$ cat src/rtl/alu_arbiter.sv
// Round-robin arbiter sharing one combinational ALU between two requesters.
// Ports: req0_*/req1_* valid/ready operand channels, alu_* registered ALU
// drive plus ALU result inputs, rsp_* valid/ready response channel, and
// gnt_cnt0/gnt_cnt1 grant counters present only with ALU_ARB_STATS_EN.
module alu_arbiter #(
  parameter int WIDTH = 4,
  parameter int CNT_W = 8
) (
  input  logic             clk,
  input  logic             rst_n,
  input  logic             req0_valid,
  input  logic             req1_valid,
  output logic             req0_ready,
  output logic             req1_ready,
  input  logic [WIDTH-1:0] req0_a,
  input  logic [WIDTH-1:0] req0_b,
  input  logic [WIDTH-1:0] req1_a,
  input  logic [WIDTH-1:0] req1_b,
  input  logic [2:0]       req0_op,
  input  logic [2:0]       req1_op,
  output logic [WIDTH-1:0] alu_a,
  output logic [WIDTH-1:0] alu_b,
  output logic [2:0]       alu_control,
  input  logic [WIDTH-1:0] alu_result,
  input  logic             alu_carry,
  input  logic             alu_zero,
  output logic             rsp_valid,
  input  logic             rsp_ready,
  output logic             rsp_id,
  output logic [WIDTH-1:0] rsp_result,
  output logic             rsp_carry,
  output logic             rsp_zero,
  output logic             rsp_err
`ifdef ALU_ARB_STATS_EN
  ,
  output logic [CNT_W-1:0] gnt_cnt0,
  output logic [CNT_W-1:0] gnt_cnt1
`endif
);

  typedef enum logic [1:0] {
    IDLE,
    ISSUE,
    RESP
  } state_e;

  state_e           state_q, state_d;
  logic             prio_q, prio_d;
  logic             id_q, id_d;
  logic [WIDTH-1:0] a_q, a_d;
  logic [WIDTH-1:0] b_q, b_d;
  logic [2:0]       op_q, op_d;
  logic [WIDTH-1:0] res_q, res_d;
  logic             c_q, c_d;
  logic             z_q, z_d;
  logic             e_q, e_d;

  logic             gnt0, gnt1;
  logic             acc;
  logic [2:0]       op_sel;

  // prio names the requester that wins when both are valid.
  assign gnt0 = req0_valid && (!req1_valid || !prio_q);
  assign gnt1 = req1_valid && (!req0_valid || prio_q);

  // rst_n gating keeps ready low combinationally during reset.
  assign req0_ready = rst_n && (state_q == IDLE) && gnt0;
  assign req1_ready = rst_n && (state_q == IDLE) && gnt1;
  assign acc        = req0_ready || req1_ready;
  assign op_sel     = req1_ready ? req1_op : req0_op;

  always_comb begin
    state_d = state_q;
    prio_d  = prio_q;
    id_d    = id_q;
    a_d     = a_q;
    b_d     = b_q;
    op_d    = op_q;
    res_d   = res_q;
    c_d     = c_q;
    z_d     = z_q;
    e_d     = e_q;
    unique case (state_q)
      IDLE: begin
        if (acc) begin
          id_d   = req1_ready;
          prio_d = !req1_ready;
          a_d    = req1_ready ? req1_a : req0_a;
          b_d    = req1_ready ? req1_b : req0_b;
          op_d   = op_sel;
          if (op_sel > 3'd4) begin
            // Illegal opcode skips the ALU cycle entirely.
            res_d   = '0;
            c_d     = 1'b0;
            z_d     = 1'b0;
            e_d     = 1'b1;
            state_d = RESP;
          end else begin
            state_d = ISSUE;
          end
        end
      end
      ISSUE: begin
        res_d   = alu_result;
        c_d     = alu_carry;
        z_d     = alu_zero;
        e_d     = 1'b0;
        state_d = RESP;
      end
      RESP: begin
        if (rsp_ready) state_d = IDLE;
      end
      default: state_d = IDLE;
    endcase
  end

  always_ff @(posedge clk or negedge rst_n) begin
    if (!rst_n) begin
      state_q <= IDLE;
      prio_q  <= 1'b0;
      id_q    <= 1'b0;
      a_q     <= '0;
      b_q     <= '0;
      op_q    <= '0;
      res_q   <= '0;
      c_q     <= 1'b0;
      z_q     <= 1'b0;
      e_q     <= 1'b0;
    end else begin
      state_q <= state_d;
      prio_q  <= prio_d;
      id_q    <= id_d;
      a_q     <= a_d;
      b_q     <= b_d;
      op_q    <= op_d;
      res_q   <= res_d;
      c_q     <= c_d;
      z_q     <= z_d;
      e_q     <= e_d;
    end
  end

  assign alu_a       = a_q;
  assign alu_b       = b_q;
  assign alu_control = op_q;
  assign rsp_valid   = (state_q == RESP);
  assign rsp_id      = id_q;
  assign rsp_result  = res_q;
  assign rsp_carry   = c_q;
  assign rsp_zero    = z_q;
  assign rsp_err     = e_q;

`ifdef ALU_ARB_STATS_EN
  logic [CNT_W-1:0] cnt0_q, cnt0_d;
  logic [CNT_W-1:0] cnt1_q, cnt1_d;

  // Saturating: stop at all-ones.
  always_comb begin
    cnt0_d = cnt0_q;
    cnt1_d = cnt1_q;
    if (req0_ready && (cnt0_q != '1)) cnt0_d = cnt0_q + 1'b1;
    if (req1_ready && (cnt1_q != '1)) cnt1_d = cnt1_q + 1'b1;
  end

  always_ff @(posedge clk or negedge rst_n) begin
    if (!rst_n) begin
      cnt0_q <= '0;
      cnt1_q <= '0;
    end else begin
      cnt0_q <= cnt0_d;
      cnt1_q <= cnt1_d;
    end
  end

  assign gnt_cnt0 = cnt0_q;
  assign gnt_cnt1 = cnt1_q;
`else
  logic [CNT_W-1:0] unused_cnt_w;
  assign unused_cnt_w = '0;
`endif

endmodule

$ cat config.mk
export PLATFORM = sky130hd
export DESIGN_NAME = alu_arbiter
export DESIGN_NICKNAME = d
export VERILOG_FILES = /design/src/rtl/alu_arbiter.sv
export SDC_FILE = /design/constraint.sdc
export NUM_CORES = 1
export LEC_CHECK = 0
export CORE_MARGIN = 2
export CORE_UTILIZATION = 37
export CTS_CLUSTER_DIAMETER = 40
export DETAILED_ROUTE_END_ITERATION = 7
export GPL_TIMING_DRIVEN = 0
export HOLD_SLACK_MARGIN = 0.08
export PLACE_DENSITY = 0.78
export SLEW_MARGIN = 20
export SYNTH_ARGS = -nofsm -noshare
export SYNTH_HDL_FRONTEND = slang
export SYNTH_SLANG_ARGS = --single-unit
$ cat constraint.sdc
create_clock -name clk -period 5.1 [get_ports clk]
set_clock_uncertainty 0.15 [all_clocks]
set_input_delay 1.53 -clock clk [delete_from_list [all_inputs] [get_ports clk]]
set_output_delay 1.53 -clock clk [all_outputs]
set_load 0.05 [all_outputs]
==> metrics.yaml <==
die:
  die_h_um: 57.6
  num_rows: 19
  io_pins: 55
  die-area_sq_um: 3320
  die_w_um: 57.6
  core-area_sq_um: 2730
  initial_core_util: 0.389
timing:
  rsz0062_at_grt: "false"
  tightest_slew_ns: 0.669
  setup_ws_ns: 0.176
  relSlewSlack: 0.551
  max_clock_freq_ghz: 0.203
  finalSetupTns_ns: 0
  period_minus_slack_ns: 4.92
  setup_viol: 0
  report.final.slew_viol_count: 0
  final_hold_viol_count: 0
  hold_ws_ns: 0.363
  period_share: 0.966
yosys:
  yosys_register_bits: 22
  postSynthAreaPerCell_sq_um: 11.7
  yosys_warnings: 0
  syn-num-nets: 124
  synth_cell_types: 28
  netlist_instances: 91
  yosysSeqAreaShare: 0.518
  synth_area_sq_um: 1060
run:
  max_cap_violations: 0
worst_hold_path:
  hold_class: "reg2reg"
  min_path_cells: 1
clock_network:
  cts_htree_levels: 1
  clk_latency_ns: 0.31
  cts_tree: "done"
  cts_sinks: 22
  cts_inserted_buffers: 3
  clkTransAtPathRegs_ns: 0.12
  root_buffer: "clkbuf_4"
  clock_path_buffers: 2
critical_path:
  critical_path_buf_inv_count: 5
  path_cells: "buf_6 > or3b_1 > buf_6 > or3_1 > buf_6 > clkinv_8 > clkdlybuf4s15_2"
  r2r_cells: 5
  critPathMaxFanout: 24
  required_ns: 3.42
  path_class: "in2out"
  worstPathArrival_ns: 3.24
  cpMaxStageDelayCell: "or3b_1"
  cp-end-kind: "primary output"
  worst-path-stages: 7
  cp_top_family: "buffers and inverters"
  cp_common_cell: "buf_6"
  cp_slowest_stage_delay_ns: 0.40
  startpoint_type: "primary input"
placed_design:
  dpl_worst_slack_ns: -1.30
  gp_congestion: 0.873
  numPortBuffers: 54
  place_inst: 176
  dp_hpwl_um: 2170
  placed_area_sq_um: 1640
layout:
  fin_nets: 183
  final_cell_mix: "clkdlybuf4s50_1, dfrtp_1, and3_1, a221o_2, o21ai_0"
  utilization: 0.620
  drive_above_1_share: 0.134
  layout.cells.non_filler: 180
  final_common_cell: "clkdlybuf4s50_1"
  diodes: 0
  postLayoutCellArea_sq_um: 1700
  area_delta_synth_final_pct: 59.6
global_routing:
  grt_pass1_wl_um: 5030
  grt.busiest_layer: "met2"
  use_met1: 0.231
  grt_overflow: 0
  grt_use_total: 0.200
  antenna_found_initial: 0
  use_met2: 0.354
  met3_usage: 0.0408
  grt_max_degree: 25
  first_global_vias: 1087
power:
  power_leakage_nw: 0.771
  power_mw: 1.11
  vdd_ir_drop_max_mv: 0.472
  power_density_nw_per_um2: 657
drt:
  vias: 1016
  dr.pass1.iters: 4
  routedWlPerCell_um: 16.9
  drt_wl_total_um: 3050
  drc: 0
  via_per_inst: 5.64
  ant_nets: 0
  drt_iter0_markers: 35
status:
  outcome: "completed"
logic make-up (layout without fill, tap and decap cells):
kind of cell,Yosys count,in the layout,synth area share
AOI/OAI and AO/OA,24,24,0.180
buffers and inverters,9,67,0.0577
DFF,22,22,0.518
muxes,6,6,0.0565
and+or+nand+nor,30,30,0.187
final timing paths:
kind	start	endpoint	slack, ns
setup / recovery	rst_n	req1_ready	0.18
hold / removal	rsp_err$_DFFE_PN0P_	rsp_err$_DFFE_PN0P_	0.36
setup reg to reg	state_q[0]$_DFFE_PN0P_	alu_control[0]$_DFFE_PN0P_	3.18
hold reg to reg	rsp_err$_DFFE_PN0P_	rsp_err$_DFFE_PN0P_	0.36
max in group asynchronous	rst_n	alu_control[0]$_DFFE_PN0P_	3.74
min in group asynchronous	rst_n	rsp_result[3]$_DFFE_PN0P_	0.89
state kept, by name, indices dropped and copies added, names as in the netlist:
register	flops
alu_a	4
alu_b	4
rsp_result	4
alu_control	3
state_q	2
prio_q	1
rsp_carry	1
rsp_err	1
rsp_id	1
rsp_zero	1
report_power, final:
| group | leakage, nW | internal, mW | switching, mW | total (mW) |
|---|---|---|---|---|
| registers | 0.272 | 0.257 | 0.0494 | 0.306 |
| logic | 0.471 | 0.246 | 0.427 | 0.673 |
| clock network | 0.0279 | 0.0795 | 0.0548 | 0.134 |
layer usage:
layer  part of all wire  vias up
met2               0.54       43
li1                   -      467
met4              0.027        0
met5                  0        -
met1               0.38      498
met3              0.057        8
Yosys cell counts:
master,instances,area share
a21boi_0,1,0.0071
nand3_1,3,0.014
clkbuf_1,3,0.011
nor3_2,1,0.0094
nor4_1,3,0.018
and3_1,8,0.047
a21bo_2,1,0.0094
or2b_1,1,0.0071
a22o_1,1,0.0082
a21o_1,1,0.0071
dfrtp_1,22,0.52
or3b_1,1,0.0082
nor3_1,6,0.028
a31oi_1,3,0.018
clkinv_8,1,0.015
and2b_1,1,0.0071
nor2_1,1,0.0035
mux2i_1,6,0.057
nor4_4,1,0.020
a221o_2,8,0.085
buf_6,2,0.021
nand2b_1,1,0.0059
a211o_1,1,0.0082
inv_1,3,0.011
o21ai_1,1,0.0047
nor3b_1,1,0.0071
o21ai_0,7,0.033
or3_1,2,0.012
cell type report:
class | count | area [sq um]
Buffer | 5 | 33.8
Clock buffer | 3 | 22.5
Fill cell | 231 | 1040
Inverter | 4 | 27.5
Clock inverter | 1 | 30.0
Timing Repair Buffer | 54 | 542
Sequential cell | 22 | 551
Multi-Input combinational cell | 60 | 450
Tap cell | 31 | 38.8
what timing repair did:
item	4_1_cts	5_1_grt
cloned	0	0
hold buffers	0	0
gates resized for setup	10	1
setup endpoints to repair	2	1
setup buffers	0	0
(Power assumes the default switching activity.)
